File: src/rtl/noc_pe_send_port_pkg.sv
// Shared widths, flit/credit field layout and FSM state type for the PE send port.
// Flit layout (MSB first): {valid, tail, dest, vc, data}; credit layout: {valid, vc}.
package noc_pe_pkg;
  localparam int NUM_VCS         = 2;
  localparam int NUM_RECV_PORTS  = 16;
  localparam int FLIT_DATA_WIDTH = 32;
  localparam int BUF_DEPTH       = 4;
  localparam int MAX_PKT_LEN     = 8;

  localparam int VC_BITS    = (NUM_VCS > 1) ? $clog2(NUM_VCS) : 1;
  localparam int DEST_BITS  = $clog2(NUM_RECV_PORTS);
  localparam int CNT_BITS   = $clog2(BUF_DEPTH + 1);
  localparam int LEN_BITS   = $clog2(MAX_PKT_LEN + 1);
  localparam int FLIT_WIDTH = 2 + DEST_BITS + VC_BITS + FLIT_DATA_WIDTH;

  localparam int FLIT_VC_LSB      = FLIT_DATA_WIDTH;
  localparam int FLIT_DEST_LSB    = FLIT_VC_LSB + VC_BITS;
  localparam int FLIT_TAIL_BIT    = FLIT_DEST_LSB + DEST_BITS;
  localparam int FLIT_VALID_BIT   = FLIT_TAIL_BIT + 1;
  localparam int CREDIT_WIDTH     = 1 + VC_BITS;
  localparam int CREDIT_VALID_BIT = VC_BITS;

  localparam logic [LEN_BITS-1:0] MAX_LEN_L = LEN_BITS'(MAX_PKT_LEN);

  typedef enum logic {IDLE, SEND} state_t;

  typedef struct packed {
    logic                       valid;
    logic                       tail;
    logic [DEST_BITS-1:0]       dest;
    logic [VC_BITS-1:0]         vc;
    logic [FLIT_DATA_WIDTH-1:0] data;
  } flit_t;

  // A zero length still carries one flit; oversize lengths are truncated.
  function automatic logic [LEN_BITS-1:0] clampLen(input logic [LEN_BITS-1:0] len);
    if (len == '0)
      return LEN_BITS'(1);
    else if (len > MAX_LEN_L)
      return MAX_LEN_L;
    else
      return len;
  endfunction
endpackage

File: src/rtl/noc_pe_send_port_if.sv
// PE-side descriptor/payload handshakes plus the network putFlit/getCredits pair.
// master = PE core and network environment, slave = the send port.
interface noc_pe_send_port_if;
  import noc_pe_pkg::*;

  logic                       pkt_valid;
  logic                       pkt_ready;
  logic [DEST_BITS-1:0]       pkt_dest;
  logic [VC_BITS-1:0]         pkt_vc;
  logic [LEN_BITS-1:0]        pkt_len;
  logic                       data_valid;
  logic                       data_ready;
  logic [FLIT_DATA_WIDTH-1:0] data_in;
  logic [FLIT_WIDTH-1:0]      flit_out;
  logic                       sendFlit;
  logic [CREDIT_WIDTH-1:0]    credit_in;
  logic                       en_receiveCredit;

  modport master (
    output pkt_valid, pkt_dest, pkt_vc, pkt_len, data_valid, data_in, credit_in,
    input  pkt_ready, data_ready, flit_out, sendFlit, en_receiveCredit
  );

  modport slave (
    input  pkt_valid, pkt_dest, pkt_vc, pkt_len, data_valid, data_in, credit_in,
    output pkt_ready, data_ready, flit_out, sendFlit, en_receiveCredit
  );
endinterface

File: src/rtl/noc_pe_send_port_credit_counter.sv
// One VC's credit counter: starts full, saturates on surplus credit and latches overflow.
// Simultaneous inc and dec cancel; dec is ignored at zero.
module noc_credit_counter #(
  parameter int DEPTH = 4,
  parameter int W     = 3
) (
  input  logic         clk,
  input  logic         rst_n,
  input  logic         inc,
  input  logic         dec,
  output logic [W-1:0] cnt,
  output logic         overflow
);
  always_ff @(posedge clk or negedge rst_n) begin
    if (!rst_n) begin
      cnt      <= W'(DEPTH);
      overflow <= 1'b0;
    end else if (inc && !dec) begin
      if (cnt == W'(DEPTH))
        overflow <= 1'b1;
      else
        cnt <= cnt + W'(1);
    end else if (dec && !inc && cnt != '0) begin
      cnt <= cnt - W'(1);
    end
  end
endmodule

File: src/rtl/noc_pe_send_port.sv
// PE injection stage: segments descriptors into flits with per-VC credit flow control; 1-cycle payload-to-flit latency.
// Optional stat_flits/stat_pkts/stat_stall counters under NOC_PE_SEND_STATS_EN.
module noc_pe_send_port
  import noc_pe_pkg::*;
(
  input  logic                clk,
  input  logic                rst_n,
  noc_pe_send_port_if.slave   port,
  output logic                busy,
  output logic                credit_err
`ifdef NOC_PE_SEND_STATS_EN
  ,
  output logic [31:0]         stat_flits,
  output logic [31:0]         stat_pkts,
  output logic [31:0]         stat_stall
`endif
);
  state_t               state;
  logic [DEST_BITS-1:0] destQ;
  logic [VC_BITS-1:0]   vcQ;
  logic [LEN_BITS-1:0]  rem;
  logic                 alive;
  flit_t                flitQ;
  logic                 sendQ;

  logic [CNT_BITS-1:0]  cnt [NUM_VCS];
  logic [NUM_VCS-1:0]   ovf;
  logic [NUM_VCS-1:0]   incVec;
  logic [NUM_VCS-1:0]   decVec;
  logic [VC_BITS-1:0]   creditVc;
  logic                 creditTake;
  logic                 pktFire;
  logic                 dataFire;

  // alive is low only until the first edge after reset release, gating credits and descriptors.
  assign creditVc        = port.credit_in[VC_BITS-1:0];
  assign creditTake      = port.credit_in[CREDIT_VALID_BIT] && alive;
  assign port.pkt_ready  = (state == IDLE) && alive;
  assign port.data_ready = (state == SEND) && (cnt[vcQ] != '0);
  assign pktFire         = port.pkt_valid && port.pkt_ready;
  assign dataFire        = port.data_valid && port.data_ready;

  assign port.flit_out         = flitQ;
  assign port.sendFlit         = sendQ;
  assign port.en_receiveCredit = alive;
  assign busy                  = (state == SEND);
  assign credit_err            = |ovf;

  for (genvar v = 0; v < NUM_VCS; v++) begin : g_vc
    assign incVec[v] = creditTake && (creditVc == VC_BITS'(v));
    assign decVec[v] = dataFire && (vcQ == VC_BITS'(v));

    noc_credit_counter #(
      .DEPTH (BUF_DEPTH),
      .W     (CNT_BITS)
    ) u_cnt (
      .clk      (clk),
      .rst_n    (rst_n),
      .inc      (incVec[v]),
      .dec      (decVec[v]),
      .cnt      (cnt[v]),
      .overflow (ovf[v])
    );
  end

  always_ff @(posedge clk or negedge rst_n) begin
    if (!rst_n) begin
      state <= IDLE;
      destQ <= '0;
      vcQ   <= '0;
      rem   <= '0;
      alive <= 1'b0;
      flitQ <= '0;
      sendQ <= 1'b0;
    end else begin
      alive <= 1'b1;
      sendQ <= dataFire;
      // Header fields of the last flit are held; only the valid bit drops when idle.
      if (dataFire)
        flitQ <= '{valid: 1'b1, tail: (rem == LEN_BITS'(1)), dest: destQ, vc: vcQ, data: port.data_in};
      else
        flitQ.valid <= 1'b0;

      case (state)
        IDLE: begin
          if (pktFire) begin
            destQ <= port.pkt_dest;
            vcQ   <= port.pkt_vc;
            rem   <= clampLen(port.pkt_len);
            state <= SEND;
          end
        end
        SEND: begin
          if (dataFire) begin
            rem <= rem - LEN_BITS'(1);
            if (rem == LEN_BITS'(1))
              state <= IDLE;
          end
        end
        default: state <= IDLE;
      endcase
    end
  end

`ifdef NOC_PE_SEND_STATS_EN
  always_ff @(posedge clk or negedge rst_n) begin
    if (!rst_n) begin
      stat_flits <= '0;
      stat_pkts  <= '0;
      stat_stall <= '0;
    end else begin
      if (dataFire)
        stat_flits <= stat_flits + 32'd1;
      if (dataFire && rem == LEN_BITS'(1))
        stat_pkts <= stat_pkts + 32'd1;
      if (state == SEND && port.data_valid && !port.data_ready)
        stat_stall <= stat_stall + 32'd1;
    end
  end
`endif
endmodule

File: src/flat_wrapper.sv
// flat-port wrapper written by rule: the top's interface ports become plain ports
module noc_pe_send_port_flat import noc_pe_pkg::*;
  (clk, rst_n, busy, credit_err, port_pkt_valid, port_pkt_dest, port_pkt_vc, port_pkt_len, port_data_valid, port_data_in, port_credit_in, port_pkt_ready, port_data_ready, port_flit_out, port_sendFlit, port_en_receiveCredit);
  noc_pe_send_port_if port_i ();
  input  logic clk;
  input  logic rst_n;
  output logic busy;
  output logic credit_err;
  input wire logic [$bits(port_i.pkt_valid)-1:0] port_pkt_valid;
  input wire logic [$bits(port_i.pkt_dest)-1:0] port_pkt_dest;
  input wire logic [$bits(port_i.pkt_vc)-1:0] port_pkt_vc;
  input wire logic [$bits(port_i.pkt_len)-1:0] port_pkt_len;
  input wire logic [$bits(port_i.data_valid)-1:0] port_data_valid;
  input wire logic [$bits(port_i.data_in)-1:0] port_data_in;
  input wire logic [$bits(port_i.credit_in)-1:0] port_credit_in;
  output wire logic [$bits(port_i.pkt_ready)-1:0] port_pkt_ready;
  output wire logic [$bits(port_i.data_ready)-1:0] port_data_ready;
  output wire logic [$bits(port_i.flit_out)-1:0] port_flit_out;
  output wire logic [$bits(port_i.sendFlit)-1:0] port_sendFlit;
  output wire logic [$bits(port_i.en_receiveCredit)-1:0] port_en_receiveCredit;
  assign port_i.pkt_valid = port_pkt_valid;
  assign port_i.pkt_dest = port_pkt_dest;
  assign port_i.pkt_vc = port_pkt_vc;
  assign port_i.pkt_len = port_pkt_len;
  assign port_i.data_valid = port_data_valid;
  assign port_i.data_in = port_data_in;
  assign port_i.credit_in = port_credit_in;
  assign port_pkt_ready = port_i.pkt_ready;
  assign port_data_ready = port_i.data_ready;
  assign port_flit_out = port_i.flit_out;
  assign port_sendFlit = port_i.sendFlit;
  assign port_en_receiveCredit = port_i.en_receiveCredit;
  noc_pe_send_port u_core (.clk(clk), .rst_n(rst_n), .port(port_i), .busy(busy), .credit_err(credit_err));
endmodule
File: config.mk
export PLATFORM = sky130hd
export DESIGN_NAME = noc_pe_send_port_flat
export DESIGN_NICKNAME = d
export VERILOG_FILES = /design/src/rtl/noc_pe_send_port_pkg.sv /design/src/rtl/noc_pe_send_port_if.sv /design/src/rtl/noc_pe_send_port_credit_counter.sv /design/src/rtl/noc_pe_send_port.sv /design/src/flat_wrapper.sv
export SDC_FILE = /design/constraint.sdc
export NUM_CORES = 1
export LEC_CHECK = 0
export CORE_ASPECT_RATIO = 0.5
export CORE_MARGIN = 2
export CORE_UTILIZATION = 41
export DETAILED_ROUTE_END_ITERATION = 16
export GPL_ROUTABILITY_DRIVEN = 0
export PLACE_DENSITY = 0.74
export SLEW_MARGIN = 25
export SYNTH_ARGS = -nofsm -noshare
export SYNTH_HDL_FRONTEND = slang
export SYNTH_SLANG_ARGS = --single-unit
File: constraint.sdc
create_clock -name clk -period 2.3 [get_ports clk]
set_input_delay 0.345 -clock clk [delete_from_list [all_inputs] [get_ports clk]]
set_output_delay 0.345 -clock clk [all_outputs]
set_load 0.05 [all_outputs]
==> results of run 1 <==
## per-stage QoR
step	hold WS, ns	instances
4_1_cts	0.07409	397
2_1_floorplan	0.04941	197
6_report	0.05364	397
3_5_place_dp	0.4080	381
5_1_grt	0.09716	397
3_3_place_gp	0.3992	381
## registers in the layout (all words and copies together) (netlist names)
name                          cells
u_core.g_vc.u_cnt.cnt             6
u_core.vcQ                        1
u_core.port.flit_out             39
u_core.destQ                      4
u_core.port.en_receiveCredit      1
u_core.rem                        4
u_core.g_vc.u_cnt.overflow        2
u_core.busy                       1
## how the worst max path moves through the flow
stage                                     start                          end  slack [ns]  cells past startpoint
global placement                port_data_valid  u_core.g_vc[1].u_cnt.cnt[1]        0.09                      8
floorplan                           u_core.busy  u_core.g_vc[1].u_cnt.cnt[1]        0.05                      7
finish                              u_core.busy               port_pkt_ready        0.14                      2
global route        u_core.g_vc[1].u_cnt.cnt[1]              port_data_ready        0.06                      3
CTS                                 u_core.busy               port_pkt_ready        0.14                      2
detailed placement            port_credit_in[1]  u_core.g_vc[0].u_cnt.cnt[1]       -0.02                      7
## cells in the final DEF (no fill, tap or decap), drive strengths merged, types with 2 or more instances in the layout
cell           synthesis  routed
clkbuf                 1      11
dfstp                  2       2
buf                    5       8
bufinv                 0       3
mux2i                  2       2
ha                     2       2
clkdlybuf4s50          0      89
nor2                   5       5
inv                    9       9
nand3                  2       2
mux2                  44      44
o21ai                  7       7
nand2                  4       4
nand2b                 4       4
nor3b                  2       2
fa                     2       2
nor3                   9       9
and2                   2       2
clkinv                 0       2
dfrtp                 56      56
a21oi                 10      10
nand3b                 2       2
o21bai                 3       3
nor2b                  2       2
o22ai                  5       5
## worst max-delay path: cells and delay by family, from the launching register on
family | cells | cell delay (ns)
buffers and inverters | 1 | 0.83
DFF | 1 | 0.49
and+or+nand+nor | 1 | 0.18
## power by group
part / internal, mW / leakage [nW] / switching (mW)
logic: 1.62 / 0.940 / 2.12
clock network: 1.11 / 0.176 / 0.427
registers: 1.54 / 0.678 / 0.425
## routing by layer
metal | track usage [%] | up-vias | routed length (microns)
met4 | 5.546 | 0 | 39
met3 | 4.562 | 5 | 189
li1 | - | 910 | -
met2 | 33.22 | 38 | 3344
met1 | 19.76 | 968 | 2541
met5 | 0 | - | 0
## logic make-up (layout without fill, tap and decap cells)
| family | Yosys count | count (layout) |
|---|---|---|
| other | 1 | 1 |
| and+or+nand+nor | 37 | 37 |
| adders and majority gates | 4 | 4 |
| muxes | 46 | 46 |
| DFF | 58 | 58 |
| buffers and inverters | 15 | 123 |
| xor gates and xnor gates | 1 | 1 |
| AOI/OAI and AO/OA | 35 | 35 |
## cell type report
class | instances | area [sq um] | area share (%)
multi-input combinational | 124 | 1214 | 29.31
clock inverter | 5 | 100.1 | 2.418
tap | 92 | 115.1 | 2.780
timing repair buffer | 98 | 969.7 | 23.42
sequential | 58 | 1455 | 35.15
inverter | 9 | 33.78 | 0.8160
clock buffer | 11 | 252.7 | 6.105
==> metrics.md, run 1 <==
| Metric | Value |
|---|---|
| Crit-path max cell delay | `0.83 ns` |
| I/O Pins | `92` |
| R2r startpoint | `u_core.g_vc[1].u_cnt.cnt[2]` |
| Mux cell area share after synthesis | `23.36%` |
| Largest family of logic cells by synthesized area | `multiplexers` |
| Die area | `7425 sq um` |
| Post-synth EDFFs | `0` |
| Final Setup Violations | `0` |
| Worst skew pair latency | `0.31 ns` |
| GRT Residual Overflow | `0` |
| Min Tclk post-route | `2.157 ns` |
| CP Cell Sequence | `nor2b_1, clkdlybuf4s50_1` |
| Synth Register Bits | `58` |
| Post-route cell area | `4140 sq um` |
| Layout fillers | `477` |
| Worst slew margin | `56.83%` |
| Row count | `21` |
| Post-route total power | `7.237 mW` |
| Worst hold path type | `in2async` |
| Root Buffer | `clkbuf_16` |
| Clock Skews | `0.005504 ns` |
| Cells after synthesis | `197` |
| Wirelength per Cell | `15.40 microns` |
| Worst setup path category | `reg2out` |
| Fin. Hold Viols | `0` |
| Drt total wl | `6114 microns` |
| Reg2Reg Depth | `7` |
| R2R Setup Slk | `0.20 ns` |
| # H-tree levels | `3` |
| Final core utilization | `62.78%` |
| Vias/cell | `4.839` |
| Post-synth top cells | `56 x dfrtp_1, 34 x mux2_4, 10 x a21oi_1, 10 x mux2_2, 9 x inv_1` |
| Setup TNS | `0 ns` |
| Avg Cell Area, Syn | `13.97 sq um` |
| Compound-Gate Fraction of Synth Area | `8.227%` |
| CTS resizes | `1` |
| Post-DP HPWL | `4382 microns` |
| Worst vdd ir | `0.0005689 V` |
| PD cells | `1748 nW/um^2` |
| Num CTS Buffers | `9` |
| Global-route wire length before repair | `9653 microns` |
| Arrival time of the worst setup path | `1.81 ns` |
| Placed Area | `3789 sq um` |
| Starting Density | `41.74%` |
| Synth cell types | `45` |
| # DRC | `0` |
| RSZ-0062 raised after global routing | `false` |
| Vias in the first global route | `1939` |
| Share of layout cells above drive strength 1 | `26.89%` |
| Max Cap Viol | `0` |
| Status | `completed` |
| Top cells by area, synth | `dfrtp_1 51%, mux2_4 19%, mux2_2 4.1%, dfstp_2 1.9%, a21oi_1 1.8%` |
| Final ANT Viol Nets | `0` |
| DRT Pass-1 Iters | `4` |
| Fin worst setup slack | `0.1428 ns` |
| Syn. warnings | `0` |
| Gr usage total | `17.31%` |
| I/O Buffers | `91` |
| Largest net degree at the start of global routing | `42` |
| Capturing point of the worst reg2reg path | `u_core.g_vc[1].u_cnt.cnt[1]` |
| Critical-path top delay cell | `clkdlybuf4s50_1` |
| Post-Synth XOR/XNOR Area | `0.3182%` |
| Die H | `61.94 microns` |
| Share of flip-flops with an asynchronous set or reset | `100.0%` |
| Crit start category | `flip-flop` |
| Clk buf depth | `2` |
| Crit path max fanout | `13` |
| Post-CTS Hold Buffers | `0` |
| Post-synth top area share | `50.91%` |
| Setup Buffers After CTS | `0` |
| Syn Std Cell Area | `2753 sq um` |
| Total inserted antenna cells | `0` |
| Period utilization | `93.79%` |
| Setup slack at placement | `-0.01613 ns` |
| Initial antenna violation count | `0` |
| Total vias in the final route | `1921` |
| Sequential area share after synthesis | `52.82%` |
| Worst EP required | `1.96 ns` |
| Clock-pin slew on the worst setup and hold paths | `0.05 ns` |
| Initial DRC count | `129` |
| Max Freq | `463.6 MHz` |
| Post-synth top area cell | `dfrtp_1` |
| Post-Synthesis Net Count | `248` |
| Area growth, synth to finish | `50.41%` |
| Clock sinks | `58` |
| Simple-gate share of the synthesized area | `9.500%` |
| Top-count cell post-synth | `dfrtp_1` |
| Setup crit end kind | `primary output` |
| Die W | `119.9 microns` |
| Slew Viols, Final | `0` |
| Top_reg_cell synth | `dfrtp_1` |
| Leakage | `1.793 nW` |
| Final nets | `351` |
| Post-Synth Adder-Cell Area | `2.364%` |
| Pin slew with the least headroom to its limit | `0.6476 ns` |
| CTS tree | `yes` |
| Core Area | `6595 sq um` |
(Power assumes the default switching activity.)
==> run 2, diff against run 1 <==
--- a/config.mk
+++ b/config.mk
@@ -8,6 +8,7 @@
 export CORE_ASPECT_RATIO = 0.5
 export CORE_MARGIN = 2
 export CORE_UTILIZATION = 41
+export CTS_CLUSTER_SIZE = 40
 export DETAILED_ROUTE_END_ITERATION = 16
 export GPL_ROUTABILITY_DRIVEN = 0
 export PLACE_DENSITY = 0.74
==> results of run 2 <==
No change in the layout: final DEF, timing and power equal those of run 1.
